## src/rtl/vga_pkg.sv

```systemverilog
// Shared VGA timing constants (640x480@60) used by the sync generator and the renderer.
package vga_pkg;

   localparam int unsigned H_ACTIVE = 640;
   localparam int unsigned H_FP     = 16;
   localparam int unsigned H_SYNC   = 96;
   localparam int unsigned H_BP     = 48;
   localparam int unsigned V_ACTIVE = 480;
   localparam int unsigned V_FP     = 10;
   localparam int unsigned V_SYNC   = 2;
   localparam int unsigned V_BP     = 33;

   localparam int unsigned H_TOTAL = H_ACTIVE + H_FP + H_SYNC + H_BP;
   localparam int unsigned V_TOTAL = V_ACTIVE + V_FP + V_SYNC + V_BP;

   // Sync windows are half-open: [START, END)
   localparam int unsigned H_SYNC_START = H_ACTIVE + H_FP;
   localparam int unsigned H_SYNC_END   = H_SYNC_START + H_SYNC;
   localparam int unsigned V_SYNC_START = V_ACTIVE + V_FP;
   localparam int unsigned V_SYNC_END   = V_SYNC_START + V_SYNC;

   localparam int unsigned CW = 10;

   function automatic logic in_window(input int unsigned v, input int unsigned lo,
                                      input int unsigned hi);
      return (v >= lo) && (v < hi);
   endfunction

endpackage

```

## src/rtl/edge_strobe.sv

```systemverilog
// Rising-edge detector: one-clk pulse per 0->1 transition of a level in the clk domain.
module edge_strobe (
   input  logic clk,
   input  logic rst_n,
   input  logic level_in,
   output logic pulse_out
);

   logic level_q;

   always_ff @(posedge clk or negedge rst_n) begin
      if (!rst_n) begin
         level_q <= 1'b0;
      end else begin
         level_q <= level_in;
      end
   end

   // Gated by rst_n so no strobe escapes while the block is held in reset
   assign pulse_out = level_in & ~level_q & rst_n;

endmodule

```

## src/rtl/vga_sync_gen.sv

```systemverilog
// VGA timing generator: pixel-enable strobe, h/v counters and registered sync/blank decode.
module vga_sync_gen #(
   parameter int unsigned H_ACTIVE = vga_pkg::H_ACTIVE,
   parameter int unsigned H_FP     = vga_pkg::H_FP,
   parameter int unsigned H_SYNC   = vga_pkg::H_SYNC,
   parameter int unsigned H_BP     = vga_pkg::H_BP,
   parameter int unsigned V_ACTIVE = vga_pkg::V_ACTIVE,
   parameter int unsigned V_FP     = vga_pkg::V_FP,
   parameter int unsigned V_SYNC   = vga_pkg::V_SYNC,
   parameter int unsigned V_BP     = vga_pkg::V_BP,
   parameter int unsigned CW       = vga_pkg::CW
) (
   input  logic          clk,
   input  logic          rst_n,
   input  logic          div_tap,
   output logic          pix_en,
   output logic          hsync,
   output logic          vsync,
   output logic          video_on,
   output logic [CW-1:0] x,
   output logic [CW-1:0] y,
   output logic          line_start,
   output logic          frame_start
);

   localparam int unsigned H_TOTAL      = H_ACTIVE + H_FP + H_SYNC + H_BP;
   localparam int unsigned V_TOTAL      = V_ACTIVE + V_FP + V_SYNC + V_BP;
   localparam int unsigned H_SYNC_START = H_ACTIVE + H_FP;
   localparam int unsigned H_SYNC_END   = H_SYNC_START + H_SYNC;
   localparam int unsigned V_SYNC_START = V_ACTIVE + V_FP;
   localparam int unsigned V_SYNC_END   = V_SYNC_START + V_SYNC;
   localparam logic [CW-1:0] H_LAST     = CW'(H_TOTAL - 1);
   localparam logic [CW-1:0] V_LAST     = CW'(V_TOTAL - 1);

   logic          pix_en_c;
   logic [CW-1:0] x_q, x_d;
   logic [CW-1:0] y_q, y_d;
   logic          hsync_q, hsync_d;
   logic          vsync_q, vsync_d;
   logic          video_on_q, video_on_d;
   logic          line_start_q, line_start_d;
   logic          frame_start_q, frame_start_d;

   edge_strobe u_strobe (
      .clk       (clk),
      .rst_n     (rst_n),
      .level_in  (div_tap),
      .pulse_out (pix_en_c)
   );

   // Counter advance and decode of the post-update position, all on the same pix_en edge
   always_comb begin
      x_d           = x_q;
      y_d           = y_q;
      hsync_d       = hsync_q;
      vsync_d       = vsync_q;
      video_on_d    = video_on_q;
      line_start_d  = 1'b0;
      frame_start_d = 1'b0;
      if (pix_en_c) begin
         if (x_q == H_LAST) begin
            x_d = '0;
            y_d = (y_q == V_LAST) ? '0 : y_q + CW'(1);
         end else begin
            x_d = x_q + CW'(1);
         end
         hsync_d       = ~vga_pkg::in_window(32'(x_d), H_SYNC_START, H_SYNC_END);
         vsync_d       = ~vga_pkg::in_window(32'(y_d), V_SYNC_START, V_SYNC_END);
         video_on_d    = (32'(x_d) < H_ACTIVE) && (32'(y_d) < V_ACTIVE);
         line_start_d  = (x_d == '0);
         frame_start_d = (x_d == '0) && (y_d == '0);
      end
   end

   always_ff @(posedge clk or negedge rst_n) begin
      if (!rst_n) begin
         x_q           <= '0;
         y_q           <= '0;
         hsync_q       <= 1'b1;
         vsync_q       <= 1'b1;
         video_on_q    <= 1'b0;
         line_start_q  <= 1'b0;
         frame_start_q <= 1'b0;
      end else begin
         x_q           <= x_d;
         y_q           <= y_d;
         hsync_q       <= hsync_d;
         vsync_q       <= vsync_d;
         video_on_q    <= video_on_d;
         line_start_q  <= line_start_d;
         frame_start_q <= frame_start_d;
      end
   end

   assign pix_en      = pix_en_c;
   assign hsync       = hsync_q;
   assign vsync       = vsync_q;
   assign video_on    = video_on_q;
   assign x           = x_q;
   assign y           = y_q;
   assign line_start  = line_start_q;
   assign frame_start = frame_start_q;

endmodule
```

## config.mk

```make
export PLATFORM = sky130hd
export DESIGN_NAME = vga_sync_gen
export DESIGN_NICKNAME = d
export VERILOG_FILES = /design/src/rtl/vga_pkg.sv /design/src/rtl/edge_strobe.sv /design/src/rtl/vga_sync_gen.sv
export SDC_FILE = /design/constraint.sdc
export NUM_CORES = 1
export LEC_CHECK = 0
export CAP_MARGIN = 20
export CORE_AREA = 2 2 65 67
export DETAILED_ROUTE_END_ITERATION = 16
export DIE_AREA = 0 0 67 69
export HOLD_SLACK_MARGIN = 0.06
export PLACE_DENSITY = 0.67
export SLEW_MARGIN = 20
export SYNTH_ARGS = -nofsm -noshare
export SYNTH_HDL_FRONTEND = slang
export SYNTH_SLANG_ARGS = --single-unit
```

## constraint.sdc

```tcl
create_clock -name clk -period 2.7 [get_ports clk]
set_input_delay 0.675 -clock clk [delete_from_list [all_inputs] [get_ports clk]]
set_output_delay 0.675 -clock clk [all_outputs]
set_load 0.1 [all_outputs]
```

Yosys cells after proc, flatten, opt, wreduce, memory -nomap -nowiden
Cells that the tools add are included.
{ "totals": {"reg_bits": 26, "in_bits": 3, "output_inout_bits": 26, "wordCells": 36} }
{ "op_classes": {"add_sub_neg": 2, "magnitude_cmp": 6, "n_eq_ne": 2, "mux": 7, "bitwise": 5, "n_reduce_logical": 6} }
{ "ops": {"columns": ["operator", "count"], "rows": [
  ["10-bit 2-to-1 mux", 5],
  ["10-bit by 1-bit adder with 10-bit output (second input constant)", 2],
  ["10-bit == test (second input constant)", 2],
  ["10-bit logical NOT", 2],
  ["10-bit < comparator (second input constant)", 2],
  ["10-bit by 9-bit < comparator with 1-bit output (second input constant)", 2],
  ["10-bit >= comparator (second input constant)", 1],
  ["10-bit by 9-bit >= comparator with 1-bit output (second input constant)", 1],
  ["1-bit logical AND", 4],
  ["1-bit NOT", 3],
  ["1-bit AND", 2],
  ["1-bit 2-to-1 mux", 2]
]} }

Depth between registers and ports, before layout
Gate-level depths: netlist (run 1).
{ "logic_depth": {"ltp_word": 7, "ltp_mapped": 9, "ltp_nobuf": 8} }

Hierarchy
A second synthesis (run 1) with hierarchy kept.
{ "unflattened": {"cells_unflattened": 207, "area_unflattened_um2": 1820.5} }
{ "modules_own_cells": {"columns": ["mod", "n_inst", "cells_each", "area_per_inst_um2", "seq_area_each_um2"], "rows": [
  ["vga_sync_gen", 1, 205, 1786.7, 628.1],
  ["edge_strobe", 1, 2, 33.8, 25.0]
]} }

Worst setup path after synthesis (run 1)
No wires, ideal clock.
{ "synth_timing": {"kind": "input -> output", "startpoint": "in rst_n", "endpoint": "out pix_en", "arrival_time_ps": 2209, "required_time_ps": 2025, "slack_ps": -184, "stages": 5, "path_buffers": 2, "cell_sequence": "nand2_1 or2_2 clkbuf_1 inv_1 clkbuf_1"} }
{ "synth_between": {"elab_chain_cells": 1} }
{ "synth_lines": {"columns": ["element", "line", "source"], "rows": [
  ["start, declared", "vga_sync_gen.sv:14", "input logic rst_n,"],
  ["1-bit AND", "edge_strobe.sv:20", "assign pulse_out = level_in & ~level_q & rst_n;"],
  ["end, declared", "vga_sync_gen.sv:16", "output logic pix_en,"]
]} }
No other way between the ends.

Final worst setup path (run 1)
{ "layout_timing": {"startpoint": "in div_tap", "endpoint": "out pix_en"} }
{ "layout_between": {"elab_chain_cells": 2} }
{ "layout_lines": {"columns": ["element", "line", "source"], "rows": [
  ["start, declared", "vga_sync_gen.sv:15", "input logic div_tap,"],
  ["1-bit AND (2 in series)", "edge_strobe.sv:20", null]
]} }
No other way between the ends.

==> flow_metrics.env, run 1 <==
export IMPL_drtPass1Iterations=4
export IMPL_root_buffer="clkbuf_8"
export IMPL_hold_buffers=0
export IMPL_r2r_slack_ns=0.30
export IMPL_gr_total_overflow=0
export IMPL_clock_latency_ns=0.27
export IMPL_stdcell_count=264
export IMPL_drc_errors=0
export IMPL_period_minus_slack_ns=2.51
export IMPL_min_period_over_period=0.930
export IMPL_postLayoutCoreUtil=0.511
export IMPL_synth_seq_cells=26
export IMPL_fin_nets=222
export IMPL_gp_congestion=0.811
export IMPL_numPortBuffers=28
export IMPL_wl_per_cell_um=14.6
export IMPL_p_leak_nw=0.862
export IMPL_whs_path_depth=2
export IMPL_hp_start="video_on"
export IMPL_dieWidth_um=67
export IMPL_timing_fmax_mhz=398
export IMPL_powerDensity_nw_per_um2=692
export IMPL_tns_ns=0
export IMPL_dp_cells=260
export IMPL_finalSetupViolations=0
export IMPL_cap_viol_max_count=0
export IMPL_rsz0062_at_grt="false"
export IMPL_grtUsageTotal=0.175
export IMPL_cts_sinks=26
export IMPL_hold_path_end="video_on"
export IMPL_antenna_found_initial=0
export IMPL_slew_headroom=0.728
export IMPL_synth_nets=198
export IMPL_cp_required_ns=2.03
export IMPL_synthCells=191
export IMPL_synth_top_area_cell="dfrtp_1"
export IMPL_postSynthAreaPerCell_um2=8.88
export IMPL_boundaryPins=29
export IMPL_status="complete, no violations"
export IMPL_drv_slew=0
export IMPL_r2r_cells=7
export IMPL_rows=23
export IMPL_r2r_start="x[0]"
export IMPL_path_class="in2out"
export IMPL_die_area_um2=4620
export IMPL_fin_worst_skew_ns=0.0101
export IMPL_yosys_area_top_type_share=0.354
export IMPL_synth_top_flop_cell="dfrtp_1"
export IMPL_drt_initial_drc_count=72
export IMPL_core_area_um2=3910
export IMPL_grt_pass1_wl_um=6520
export IMPL_crit_fanout=3
export IMPL_yosysUniqueCellTypes=42
export IMPL_end_kind="primary output"
export IMPL_drtAntennaViolNets=0
export IMPL_cts_buffer_depth=2
export IMPL_grt_max_degree=27
export IMPL_synthArstFlopShare=1.00
export IMPL_start_util=0.433
export IMPL_num_antenna_cells=0
export IMPL_die_h_um=69
export IMPL_drive_above_1_share=0.215
export IMPL_hold_violations=0
export IMPL_cts_tree="yes"
export IMPL_hpwl_um=2810
export IMPL_cts_buffers=3
export IMPL_r2r_end="video_on"
export IMPL_vdd_ir_drop_worst_v=0.000323
export IMPL_synth_edff_count=0
export IMPL_synthTopCellsByArea="dfrtp_1 (35%), xnor2_1 (6.2%), nand3_1 (5.6%), o21ai_0 (5.6%), nand2_1 (5.1%)"
export IMPL_hold_class="reg2reg"
export IMPL_h_tree_depth=1
export IMPL_post_cts_setup_buffer_count=0
export IMPL_yosysWarnings=0
export IMPL_via_per_inst=5.71
export IMPL_drt_total_wl_um=3870
export IMPL_syn_cell_area_um2=1700
export IMPL_critPathLaunchType="input pin"
export IMPL_crit_arrival_ns=1.84
export IMPL_vias=1508
export IMPL_synth_yosys_seq_area_share=0.385
export IMPL_post_cts_resized=0
export IMPL_path_clk_slew_ns=0.09
export IMPL_tightest_slew_ns=0.408
export IMPL_syn2layout_area_growth_pct=17.9
export IMPL_first_global_vias=1395
==> synth_stat cells, types with 2 or more instances <==
master,n
a21oi_1,6
and4_1,5
buf_2,3
nand2_1,23
nor4_1,2
nand3_1,19
xnor2_1,12
nor3_1,4
o21ai_0,19
a21o_1,3
inv_1,6
ha_1,4
dfrtp_1,24
and3_1,3
xor2_1,5
clkbuf_1,8
o31ai_1,4
a221oi_1,2
nand4_1,6
nor2_1,9
dfstp_2,2
buf_4,2
==> layer usage <==
metal,track usage,up-vias,routed length [um]
met5,0,-,0
met4,0.0476,0,33
met2,0.275,27,1850
li1,-,734,-
met1,0.252,743,1860
met3,0.0228,4,122
==> placed cells by master (no fill, tap or decap), types with 3 or more instances in the layout <==
| cell | Yosys | routed |
|---|---|---|
| clkbuf_8 | 0 | 3 |
| buf_4 | 2 | 30 |
| inv_1 | 6 | 6 |
| a21o_1 | 3 | 3 |
| xor2_1 | 5 | 5 |
| xnor2_1 | 12 | 12 |
| dfrtp_1 | 24 | 22 |
| a21oi_1 | 6 | 6 |
| nand3_1 | 19 | 19 |
| nand2_1 | 23 | 23 |
| and4_1 | 5 | 5 |
| ha_1 | 4 | 4 |
| nor3_1 | 4 | 4 |
| nor2_1 | 9 | 9 |
| nand4_1 | 6 | 6 |
| o31ai_1 | 4 | 4 |
| o21ai_0 | 19 | 19 |
| and3_1 | 3 | 3 |
==> worst max-delay path by stage <==
stage / from / end / slack [ns] / depth (start not counted)
finish: div_tap / pix_en / 0.19 / 5
global route: x[0] / video_on / 0.14 / 7
CTS: div_tap / pix_en / 0.19 / 5
detailed placement: div_tap / pix_en / 0.19 / 5
global placement: div_tap / pix_en / 0.21 / 5
floorplan: x[2] / frame_start / 0.07 / 9
==> final cells by class <==
class,count,area (um^2)
Fill cell,406,1910
Multi-Input combinational cell,145,948
Clock buffer,4,45.0
Sequential cell,26,656
Tap cell,50,62.6
Inverter,6,22.5
Timing Repair Buffer,33,265
==> flip-flops by register name (all words and copies together), names as in the netlist <==
signal / flops
x: 10
y: 10
frame_start: 1
hsync: 1
line_start: 1
u_strobe.level_q: 1
video_on: 1
vsync: 1
==> metrics by stage <==
step / power [mW] / hold slack (ns) / cell area [um^2] / worst slack (ns)
after floorplan: 1.04 / 0.379 / 1700 / 0.0745
after detailed placement: 1.17 / 0.497 / 1950 / 0.193
after CTS: 1.40 / 0.519 / 2000 / 0.190
after global placement: 1.17 / 0.489 / 1950 / 0.205
final: 1.38 / 0.513 / 2000 / 0.189
after global routing: 1.45 / 0.536 / 2000 / 0.138
==> power breakdown <==
| part | switching, mW | internal (mW) |
|---|---|---|
| sequential | 0.0870 | 0.440 |
| clock | 0.118 | 0.106 |
| combinational | 0.483 | 0.149 |
==> worst max-delay path, stage by stage <==
cell and delay [ns]:
clkdlybuf4s50_1 0.49, nand2_1 0.05, or2_2 0.28, inv_1 0.15, buf_12 0.19
==> logic make-up (layout without fill, tap and decap cells) <==
family,Yosys count,after routing,synth area share
xor gates and xnor gates,17,17,0.0878
adders and majority gates,5,5,0.0354
AOI/OAI and AO/OA,41,41,0.149
DFF,26,26,0.385
buffers and inverters,20,43,0.0553
and+or+nand+nor,82,82,0.287
Note: power is estimated with default switching activity, not from simulation.
==> run 2: changes to the inputs <==
- CORE_AREA: 2 2 65 67 -> 2 2 86 88
- DIE_AREA: 0 0 67 69 -> 0 0 88 90
- PLACE_DENSITY: 0.67 -> default
- clock period: 2.7 -> 2.1 ns (I/O delays scaled with it)
==> run 2 against run 1 <==
Via count up 10%; clock-buffer cell count down 1; clock skew up 0.0010 ns; flip-flop and latch count unchanged; final cell count up 33%; critical path type is now reg2reg; clock power up 98%; critical endpoint is now frame_start; first-iteration DRC count up 15%; largest power group unchanged; setup slack worse by 0.16 ns; power up 61%; final area up 38%.
==> flow_metrics.env, run 2 (same netlist as run 1, synthesis figures left out) <==
export IMPL_status="complete, no violations"
export IMPL_drt_total_wl_um=4720
export IMPL_slew_headroom=0.762
export IMPL_power_internal_mw=1.23
export IMPL_path_cells="buf_4, and4_1, and4_1, or3_1, a221oi_2, a21oi_2, nor4b_4"
export IMPL_place_area_um2=2590
export IMPL_start_util=0.241
export IMPL_slowest_stage="dfrtp_4"
export IMPL_min_period_over_period=0.984
export IMPL_finalSetupViolations=0
export IMPL_fin_ws_ns=0.0339
export IMPL_via_per_inst=4.74
export IMPL_end_kind="register"
export IMPL_vdd_ir_drop_worst_v=0.000361
export IMPL_root_buffer="clkbuf_8"
export IMPL_grt_pass1_wl_um=7930
export IMPL_cts_tree="yes"
export IMPL_gr_total_overflow=0
export IMPL_pwr_share_comb=0.506
export IMPL_r2r_cells=7
export IMPL_worst_path_most_repeated_cell="and4_1"
export IMPL_p_leak_nw=1.12
export IMPL_cts_sinks=26
export IMPL_cts_buffer_depth=2
export IMPL_hpwl_um=3500
export IMPL_tns_ns=0
export IMPL_h_tree_depth=1
export IMPL_p_switching_uw=997
export IMPL_dp_cells=340
export IMPL_cts_buffers=3
export IMPL_powerDensity_nw_per_um2=810
export IMPL_cp_required_ns=2.29
export IMPL_grtUsageTotal=0.126
export IMPL_syn2layout_area_growth_pct=62.2
export IMPL_path_clk_slew_ns=0.11
export IMPL_r2r_start="y[1]"
export IMPL_drive_above_1_share=0.466
export IMPL_hold_class="in2async"
export IMPL_r2r_slack_ns=0.03
export IMPL_tightest_slew_ns=0.354
export IMPL_hold_violations=0
export IMPL_p_clk_frac=0.199
export IMPL_die_area_um2=7920
export IMPL_first_global_vias=1605
export IMPL_path_delay_family="simple AND/OR/NAND/NOR gates"
export IMPL_numPortBuffers=28
export IMPL_gp_congestion=0.812
export IMPL_core_area_um2=7020
export IMPL_drt_initial_drc_count=83
export IMPL_crit_end="frame_start"
export IMPL_final_cell_mix="buf_4 (46), nand2_1 (23), buf_12 (22), o21ai_0 (18), nand3_1 (17)"
export IMPL_grt_max_degree=27
export IMPL_switching_share=0.447
export IMPL_r2r_end="frame_start"
export IMPL_crit_buf_inv=1
export IMPL_wl_per_cell_um=13.5
export IMPL_p_total_mw=2.23
export IMPL_stdcell_count=350
export IMPL_fin_worst_skew_ns=0.0111
export IMPL_mostFrequentLayoutCell="buf_4"
export IMPL_crit_fanout=5
export IMPL_drtAntennaViolNets=0
export IMPL_antenna_found_initial=0
export IMPL_fin_area_um2=2750
export IMPL_worst_path_stages=7
export IMPL_pwr_share_seq=0.295
export IMPL_slowest_delay_ns=0.48
export IMPL_fin_nets=259
export IMPL_rsz0062_at_grt="true"
export IMPL_critPathLaunchType="register"
export IMPL_clock_latency_ns=0.28
export IMPL_boundaryPins=29
export IMPL_nFillCells=689
export IMPL_drc_errors=0
export IMPL_period_minus_slack_ns=2.07
export IMPL_dieWidth_um=88
export IMPL_timing_fmax_mhz=484
export IMPL_drtPass1Iterations=4
export IMPL_vias=1659
export IMPL_crit_arrival_ns=2.25
export IMPL_cap_viol_max_count=0
export IMPL_place_ws_ns=-0.184
export IMPL_path_class="reg2reg"
export IMPL_drv_slew=0
export IMPL_die_h_um=90
export IMPL_critPathLaunch="y[1]"
export IMPL_rows=31
export IMPL_num_antenna_cells=0
-- run 2: timing repair --
action	4_1_cts	5_1_grt
buffers inserted	1	5
hold buffers	0	0
gates cloned	0	0
pin swaps	4	7
gates resized for setup	5	10
endpoints found under the setup margin	4	3
-- run 2: layout make-up --
type / instances / area (um^2) / share of cell area
well taps: 99 / 124 / 0.0450
repair buffers: 70 / 803 / 0.292
inverters: 6 / 22.5 / 0.00819
flip-flops and latches: 26 / 696 / 0.253
multi-input cells: 145 / 1030 / 0.376
clock inverters: 1 / 30.0 / 0.0109
clock buffers: 3 / 41.3 / 0.0150
-- run 2: worst min-delay path by stage --
stage	from	endpoint	cells past startpoint
4_1_cts	rst_n	x[2]	2
3_3_place_gp	video_on	video_on	2
6_report	rst_n	x[2]	2
5_1_grt	rst_n	x[2]	2
3_5_place_dp	video_on	video_on	2
2_1_floorplan	rst_n	frame_start	0
-- run 2: power groups by stage --
| stage | registers [mW] | clock network [mW] | logic [mW] |
|---|---|---|---|
| floorplan | 1.12 | 0 | 0.252 |
| global placement | 0.663 | 0 | 1.09 |
| detailed placement | 0.668 | 0 | 1.10 |
| CTS | 0.657 | 0.450 | 1.11 |
| global route | 0.666 | 0.470 | 1.19 |
| finish | 0.658 | 0.444 | 1.13 |
-- run 2: metal layers --
layer | GRT usage | routed length, um | part of all wire
met1 | 0.172 | 2150 | 0.45
met2 | 0.203 | 2290 | 0.49
met3 | 0.0294 | 205 | 0.043
met4 | 0.0218 | 72 | 0.015
met5 | 0 | 0 | 0
-- run 2: through the flow --
step	util	hold WS, ns
finish	0.392	0.395
global route	0.392	0.438
CTS	0.380	0.405
floorplan	-	0.229
detailed placement	0.368	0.499
global placement	0.368	0.496
==> run 3: changes to the inputs <==
- SKIP_LAST_GASP: default -> 1
- SLEW_MARGIN: 20 -> default
- clock period: 2.1 -> 2.55 ns (I/O delays scaled with it)
==> run 3 against run 2 <==
Die area stayed put; non-clock buffer count is 34 lower; power decreased by 32%; largest cell class unchanged; routed wire length fell by 10%; register-to-register slack improved by 0.19 ns.
==> flow_metrics.env, run 3 (same netlist as run 1, synthesis figures left out) <==
export IMPL_slowest_delay_ns=0.50
export IMPL_fin_area_um2=2100
export IMPL_cts_tree="yes"
export IMPL_min_period_over_period=0.969
export IMPL_final_cell_mix="buf_4 (33), nand2_1 (23), dfrtp_1 (20), nand3_1 (19), o21ai_0 (19)"
export IMPL_root_buffer="clkbuf_8"
export IMPL_start_util=0.241
export IMPL_critPathLaunch="rst_n"
export IMPL_drt_total_wl_um=4250
export IMPL_vdd_ir_drop_worst_v=0.000218
export IMPL_rows=31
export IMPL_grtUsageTotal=0.115
export IMPL_grt_pass1_wl_um=7300
export IMPL_place_ws_ns=0.0840
export IMPL_status="complete, no violations"
export IMPL_vias=1526
export IMPL_path_class="in2out"
export IMPL_fin_ws_ns=0.0802
export IMPL_period_minus_slack_ns=2.47
export IMPL_place_area_um2=2040
export IMPL_drv_slew=0
export IMPL_die_h_um=90
export IMPL_grt_max_degree=27
export IMPL_tns_ns=0
export IMPL_num_antenna_cells=0
export IMPL_cts_buffer_depth=2
export IMPL_syn2layout_area_growth_pct=23.7
export IMPL_critPathLaunchType="input pin"
export IMPL_fin_nets=225
export IMPL_core_area_um2=7020
export IMPL_cap_viol_max_count=0
export IMPL_hold_class="reg2reg"
export IMPL_dieWidth_um=88
export IMPL_wl_per_cell_um=13.4
export IMPL_gr_total_overflow=0
export IMPL_numPortBuffers=28
export IMPL_r2r_start="x[0]"
export IMPL_boundaryPins=29
export IMPL_nFillCells=758
export IMPL_slew_headroom=0.722
export IMPL_tightest_slew_ns=0.416
export IMPL_p_leak_nw=0.881
export IMPL_timing_fmax_mhz=405
export IMPL_cp_required_ns=1.91
export IMPL_path_delay_family="buffers and inverters"
export IMPL_powerDensity_nw_per_um2=723
export IMPL_fin_worst_skew_ns=0.00215
export IMPL_h_tree_depth=1
export IMPL_hold_violations=0
export IMPL_drtPass1Iterations=4
export IMPL_path_cells="clkdlybuf4s50_1, nand2_1, or2_2, inv_1, buf_12"
export IMPL_hpwl_um=3130
export IMPL_drc_errors=0
export IMPL_rsz0062_at_grt="false"
export IMPL_die_area_um2=7920
export IMPL_mostFrequentLayoutCell="buf_4"
export IMPL_gp_congestion=0.766
export IMPL_crit_buf_inv=3
export IMPL_dp_cells=312
export IMPL_slowest_stage="clkdlybuf4s50_1"
export IMPL_stdcell_count=316
export IMPL_clock_latency_ns=0.27
export IMPL_cts_buffers=3
export IMPL_finalSetupViolations=0
export IMPL_crit_arrival_ns=1.83
export IMPL_drt_initial_drc_count=61
export IMPL_path_clk_slew_ns=0.09
export IMPL_first_global_vias=1454
export IMPL_drtAntennaViolNets=0
export IMPL_hold_buffers=0
export IMPL_crit_fanout=4
export IMPL_antenna_found_initial=0
export IMPL_drive_above_1_share=0.244
export IMPL_cts_sinks=26
export IMPL_via_per_inst=4.83
export IMPL_p_total_mw=1.52
export IMPL_hp_start="video_on"
export IMPL_end_kind="primary output"
-- run 3: changes by cell type in the layout (fill, tap and decap cells not counted), moves of 3 or more --
| cell | change |
|---|---|
| a21oi_1 | +3 |
| buf_12 | -21 |
| buf_4 | -13 |
| dfrtp_1 | +16 |
| dfrtp_2 | -9 |
| dfrtp_4 | -7 |
-- run 3: final timing paths --
check / endpoint / slack (ns) / cells after the start
max: pix_en / 0.08 / 5
min: video_on / 0.50 / 2
max reg2reg: frame_start / 0.22 / 7
min reg2reg: video_on / 0.50 / 2
max in group asynchronous: hsync / 1.44 / 2
min in group asynchronous: x[4] / 0.80 / 2
-- run 3: cell type report --
cell class / count / area [um^2] / share of cell area
tap: 99 / 124 / 0.0591
timing repair buffer: 36 / 288 / 0.137
multi-input combinational: 145 / 950 / 0.453
sequential: 26 / 658 / 0.314
clock buffer: 4 / 55.1 / 0.0263
inverter: 6 / 22.5 / 0.0107
-- run 3: repair_timing --
| item | CTS | global route |
|---|---|---|
| setup endpoints to repair | 0 | 1 |
| gates resized for setup | 0 | 1 |
| endpoints found under the hold margin | 0 | 0 |
| setup buffers | 0 | 0 |
-- run 3: through the flow --
stage / hold WS, ns / util
floorplan: 0.342 / -
global placement: 0.495 / 0.291
detailed placement: 0.493 / 0.291
CTS: 0.516 / 0.299
global route: 0.529 / 0.299
finish: 0.504 / 0.299
-- run 3: routing by layer --
layer / part of all wire / vias up / track usage
met5: 0 / - / 0
met4: 0.0085 / 0 / 0.0218
met3: 0.044 / 6 / 0.0257
met2: 0.46 / 45 / 0.177
met1: 0.49 / 731 / 0.164
li1: - / 744 / -
-- run 3: worst min-delay path, delay by kind of cell (launching register included) --
family,cells,cell delay (ns)
AOI/OAI and AO/OA,1,0.05
DFF,1,0.37
and+or+nand+nor,1,0.05
-- run 3: power breakdown --
group          total, mW  internal, mW  switching [mW]
sequential         0.561         0.469          0.0914
clock              0.277         0.138           0.139
combinational      0.678         0.159           0.518
